## config.mk

```make
export PLATFORM = sky130hd
export DESIGN_NAME = perm_layer_engine_flat
export DESIGN_NICKNAME = d
export VERILOG_FILES = /design/src/rtl/perm_layer_engine_if.sv /design/src/rtl/perm_layer_engine.sv /design/src/flat_wrapper.sv
export SDC_FILE = /design/constraint.sdc
export NUM_CORES = 1
export LEC_CHECK = 0
export CAP_MARGIN = 30
export CORE_ASPECT_RATIO = 1.75
export CORE_MARGIN = 4
export CORE_UTILIZATION = 40
export CTS_CLUSTER_SIZE = 12
export DETAILED_ROUTE_END_ITERATION = 16
export GPL_TIMING_DRIVEN = 1
export PLACE_DENSITY = 0.75
export SLEW_MARGIN = 20
export SYNTH_ARGS = -nofsm -noshare
export SYNTH_HDL_FRONTEND = slang
export SYNTH_SLANG_ARGS = --single-unit
```

## constraint.sdc

```tcl
create_clock -name clk_i -period 1.8 [get_ports clk_i]
set_clock_uncertainty 0.15 [all_clocks]
set_input_delay 0.27 -clock clk_i [delete_from_list [all_inputs] [get_ports clk_i]]
set_output_delay 0.27 -clock clk_i [all_outputs]
set_load 0.05 [all_outputs]
```

## src/rtl/perm_layer_engine_if.sv

```systemverilog
// Valid/ready block interface for perm_layer_engine; "slave" is the engine side,
// "master" the producer/consumer side.
interface perm_layer_engine_if #(
    parameter int WIDTH = 64,
    parameter int RW    = 5
);
    logic             valid_i;
    logic             ready_o;
    logic [WIDTH-1:0] data_i;
    logic [RW-1:0]    rounds_i;
    logic             mode_i;
    logic             valid_o;
    logic             ready_i;
    logic [WIDTH-1:0] data_o;
    logic             busy_o;

    modport slave (
        input  valid_i, data_i, rounds_i, mode_i, ready_i,
        output ready_o, valid_o, data_o, busy_o
    );

    modport master (
        output valid_i, data_i, rounds_i, mode_i, ready_i,
        input  ready_o, valid_o, data_o, busy_o
    );
endinterface

```

## src/rtl/perm_layer_engine.sv

```systemverilog
// Iterative PRESENT-style bit-permutation engine, one layer application per clock.
// Define PERM_INV_EN to build the inverse mapping (mode_i=1 selects P^-1).
module perm_layer_engine #(
    parameter int WIDTH = 64,
    parameter int RW    = 5
) (
    input logic                clk_i,
    input logic                rst_n_i,
    perm_layer_engine_if.slave bus
);
    localparam int M = WIDTH - 1;

    typedef enum logic [1:0] {IDLE, RUN, DONE} fsm_t;

    fsm_t             cur, nxt;
    logic [WIDTH-1:0] state_q;
    logic [RW-1:0]    count_q;
    logic [WIDTH-1:0] fwd;
    logic [WIDTH-1:0] step;
    logic             accept;

    // Pure wiring: every index below is an elaboration-time constant.
    for (genvar i = 0; i < M; i++) begin : g_fwd
        assign fwd[(i * (WIDTH / 4)) % M] = state_q[i];
    end
    assign fwd[M] = state_q[M];

`ifdef PERM_INV_EN
    logic [WIDTH-1:0] inv;
    logic             mode_q;

    for (genvar j = 0; j < M; j++) begin : g_inv
        assign inv[(4 * j) % M] = state_q[j];
    end
    assign inv[M] = state_q[M];
    assign step   = mode_q ? inv : fwd;

    always_ff @(posedge clk_i or negedge rst_n_i) begin
        if (!rst_n_i) begin
            mode_q <= 1'b0;
        end else if (accept) begin
            mode_q <= bus.mode_i;
        end
    end
`else
    logic unused_mode;
    assign unused_mode = bus.mode_i;
    assign step        = fwd;
`endif

    always_ff @(posedge clk_i or negedge rst_n_i) begin
        if (!rst_n_i) begin
            cur <= IDLE;
        end else begin
            cur <= nxt;
        end
    end

    always_comb begin
        nxt         = cur;
        accept      = 1'b0;
        bus.ready_o = 1'b0;
        bus.valid_o = 1'b0;
        bus.busy_o  = 1'b0;
        case (cur)
            IDLE: begin
                bus.ready_o = 1'b1;
                if (bus.valid_i) begin
                    accept = 1'b1;
                    nxt    = (bus.rounds_i == '0) ? DONE : RUN;
                end
            end
            RUN: begin
                bus.busy_o = 1'b1;
                if (count_q == RW'(1)) begin
                    nxt = DONE;
                end
            end
            DONE: begin
                bus.busy_o  = 1'b1;
                bus.valid_o = 1'b1;
                if (bus.ready_i) begin
                    nxt = IDLE;
                end
            end
            default: nxt = IDLE;
        endcase
    end

    always_ff @(posedge clk_i or negedge rst_n_i) begin
        if (!rst_n_i) begin
            state_q <= '0;
            count_q <= '0;
        end else if (accept) begin
            state_q <= bus.data_i;
            count_q <= bus.rounds_i;
        end else if (cur == RUN) begin
            state_q <= step;
            count_q <= count_q - RW'(1);
        end
    end

    assign bus.data_o = state_q;
endmodule

```

## src/flat_wrapper.sv

```systemverilog
// flat-port wrapper written by rule: the top's interface ports become plain ports
module perm_layer_engine_flat 
#(
    parameter int WIDTH = 64,
    parameter int RW    = 5
)
  (clk_i, rst_n_i, bus_valid_i, bus_data_i, bus_rounds_i, bus_mode_i, bus_ready_i, bus_ready_o, bus_valid_o, bus_data_o, bus_busy_o);
  perm_layer_engine_if #(.WIDTH(WIDTH), .RW(RW)) bus_i ();
  input logic clk_i;
  input logic rst_n_i;
  input wire logic [$bits(bus_i.valid_i)-1:0] bus_valid_i;
  input wire logic [$bits(bus_i.data_i)-1:0] bus_data_i;
  input wire logic [$bits(bus_i.rounds_i)-1:0] bus_rounds_i;
  input wire logic [$bits(bus_i.mode_i)-1:0] bus_mode_i;
  input wire logic [$bits(bus_i.ready_i)-1:0] bus_ready_i;
  output wire logic [$bits(bus_i.ready_o)-1:0] bus_ready_o;
  output wire logic [$bits(bus_i.valid_o)-1:0] bus_valid_o;
  output wire logic [$bits(bus_i.data_o)-1:0] bus_data_o;
  output wire logic [$bits(bus_i.busy_o)-1:0] bus_busy_o;
  assign bus_i.valid_i = bus_valid_i;
  assign bus_i.data_i = bus_data_i;
  assign bus_i.rounds_i = bus_rounds_i;
  assign bus_i.mode_i = bus_mode_i;
  assign bus_i.ready_i = bus_ready_i;
  assign bus_ready_o = bus_i.ready_o;
  assign bus_valid_o = bus_i.valid_o;
  assign bus_data_o = bus_i.data_o;
  assign bus_busy_o = bus_i.busy_o;
  perm_layer_engine #(.WIDTH(WIDTH), .RW(RW)) u_core (.clk_i(clk_i), .rst_n_i(rst_n_i), .bus(bus_i));
endmodule
```

==> results.sh <==
export IMPL_drt_pass1_iterations=4
export IMPL_drv_cap=0
export IMPL_die_w_um=78.5
export IMPL_drt_iter0_markers=89
export IMPL_clk_pin_slew_ns=0.06
export IMPL_ys_flop_type="dfrtp_1"
export IMPL_finalHoldViolCount=0
export IMPL_antenna_found_initial=0
export IMPL_synth_most_common_cell="nand2_1"
export IMPL_vdd_ir_drop_max_v=0.00103
export IMPL_path_max_fanout=3
export IMPL_die_area_sq_um=10300
export IMPL_cp_cell_sequence="inv_1, ha_2, buf_12"
export IMPL_synthAdderAreaFrac_pct=1.80
export IMPL_post_route_min_period_ns=1.73
export IMPL_ys_top_cells_by_area="dfrtp_1 (51%), mux2i_1 (17%), nand2_1 (8.6%)"
export IMPL_fin_crit_sh_pct=96.2
export IMPL_cpMaxStageDelayCell="dfrtp_1"
export IMPL_cp_end_kind="primary output"
export IMPL_synth_distinct_cells=23
export IMPL_h_tree_depth=3
export IMPL_placed_area_sq_um=4790
export IMPL_via_per_inst=4.83
export IMPL_synth_compound_area_share_pct=10.9
export IMPL_wirelength_mm=8.90
export IMPL_ant_nets=0
export IMPL_syn2layout_area_growth_pct=48.9
export IMPL_grt_pass1_wl_mm=14.4
export IMPL_ys_seq_elements=71
export IMPL_synth_fp_nets=408
export IMPL_fin_cells=591
export IMPL_globalRouteOverflowTotal=0
export IMPL_regArea_sq_um=1780
export IMPL_cts_root_buffer="clkbuf_16"
export IMPL_vias=2854
export IMPL_async_flop_share_pct=100
export IMPL_port_buffers=139
export IMPL_synthSimpleGateAreaFrac_pct=10.5
export IMPL_maxSlewViolCount=0
export IMPL_core_area_sq_um=8370
export IMPL_synth_top_area_share_pct=51.0
export IMPL_hpwl_mm=6.63
export IMPL_pin_count=141
export IMPL_cts_buffers_inserted=9
export IMPL_antenna_cells=0
export IMPL_hold_path_class="input pin to asynchronous set/reset pin"
export IMPL_initial_utilization_pct=41.6
export IMPL_wl_per_cell_um=15.1
export IMPL_regToRegSetupSlack_ns=0.12
export IMPL_placed_cells=567
export IMPL_rows=44
export IMPL_relSlewSlack_pct=69.5
export IMPL_fp_dieH_um=131
export IMPL_fillers=751
export IMPL_grtUsageTotal_pct=17.8
export IMPL_cts_tree="done"
export IMPL_grt_pass1_vias=2961
export IMPL_yosysWarnings=0
export IMPL_gp_congestion=0.745
export IMPL_leakage_uw=0.00225
export IMPL_synth_enable_flop_cells=0
export IMPL_finalSetupViolations=0
export IMPL_syn_area_per_cell_sq_um=10.6
export IMPL_fmax_mhz=577
export IMPL_multi_input_area_sq_um=1470
export IMPL_grt_max_degree=77
export IMPL_cts_sinks=71
export IMPL_critical_path_required_ns=1.38
export IMPL_synth_area_sq_um=3480
export IMPL_slowest_delay_ns=0.40
export IMPL_final_setup_tns_ns=0
export IMPL_final_area_sq_um=5180
export IMPL_status="complete, no violations"
export IMPL_synth_top_family_by_area="multiplexers"
export IMPL_critPathLaunchType="register"
export IMPL_yosysTopAreaCell="dfrtp_1"
export IMPL_worstSetupPathType="register to primary output"
export IMPL_crit_arrival_ns=1.31
export IMPL_synth_common_cells="nand2_1 (80), dfrtp_1 (71), mux2i_1 (60), o21ai_0 (50), o21ai_1 (14)"
export IMPL_cts_buffer_depth=2
export IMPL_synth_cells=329
export IMPL_final_nets=550
export IMPL_drive_above_1_share_pct=21.6
export IMPL_ys_seq_area_share_pct=51.0
export IMPL_worstMarginPinSlew_ns=0.457
export IMPL_synth_mux_area_share_pct=17.6
export IMPL_clk_latency_ns=0.33
export IMPL_synthXorXnorAreaFrac_pct=1.01
export IMPL_power_density_nw_per_um2=2250
export IMPL_rsz0062_at_grt="false"
export IMPL_drcViolationCount=0
==> critical path: cells and delay by family, from the launching register on <==
family	cells	cell delay, ns
adders and majority gates	1	0.30
buffers and inverters	2	0.27
DFF	1	0.40
==> report_power, final <==
| group | internal (uW) | leakage [uW] | switching, uW |
|---|---|---|---|
| registers | 2400 | 0.000873 | 665 |
| clock network | 1210 | 0.000148 | 654 |
| logic | 2420 | 0.00123 | 4330 |
| total | 6030 | 0.00225 | 5640 |
==> repair_timing <==
action,CTS,global route
setup buffers,0,7
hold buffers,1,0
setup endpoints to repair,0,3
hold endpoints to repair,18,0
resized for setup,0,1
==> logic make-up after synthesis <==
| family | after synthesis |
|---|---|
| flops | 71 |
| buf+inv | 27 |
| xor+xnor | 4 |
| mux | 61 |
| fa+ha+maj | 5 |
| compound gates | 70 |
| simple gates | 91 |
==> final timing paths <==
kind | start | end | depth (start not counted)
setup / recovery | u_core.cur[1] | bus_busy_o | 3
hold / removal | rst_n_i | u_core.bus.data_o[22] | 2
setup reg to reg | u_core.cur[1] | u_core.bus.data_o[58] | 5
hold reg to reg | u_core.bus.data_o[21] | u_core.bus.data_o[21] | 2
max in group asynchronous | rst_n_i | u_core.bus.data_o[59] | 3
min in group clk_i | bus_data_i[21] | u_core.bus.data_o[21] | 3
==> state kept, by name, indices dropped and copies added, names as in the netlist <==
name and cells:
u_core.count_q 5, u_core.bus.data_o 64, u_core.cur 2
==> area by class of cell <==
class,instances,area share (%)
clock buffer,10,4.42
clock inverter,6,1.64
tap,115,2.78
sequential,71,34.3
inverter,5,0.362
multi-input combinational,231,28.4
timing repair buffer,153,28.2
==> layer usage <==
layer	vias to the layer above	global-route usage (%)	wire length [um]
li1	1401	-	-
met1	1371	17.8	3200
met2	69	33.7	5120
met3	13	4.04	365
met4	0	8.37	216
met5	-	0	0
==> stage by stage <==
stage               util (%)  hold WS (ns)  total power, uW  setup WS (ns)
floorplan                  -        -0.176             7750         0.0854
finish                  61.9         0.288            11700         0.0681
global placement        57.2        0.0925             9610          0.133
global route            61.9         0.331            12300        0.00379
detailed placement      57.2        0.0881             9780         0.0852
CTS                     61.1         0.282            11700         0.0534
==> cell usage in the layout, fill, tap and decap left out, drive strengths merged, types with 2 or more instances in the layout <==
cell type / n
clkbuf: 10
bufinv: 2
xnor2: 3
nor3: 2
nand2: 80
mux2i: 60
ha: 5
a21oi: 3
o21ai: 64
clkdlybuf4s50: 71
clkinv: 2
clkinvlp: 2
nor2: 3
nand2b: 2
nand3: 2
dfrtp: 71
buf: 81
inv: 5
Power figures use the tool's default switching activity.
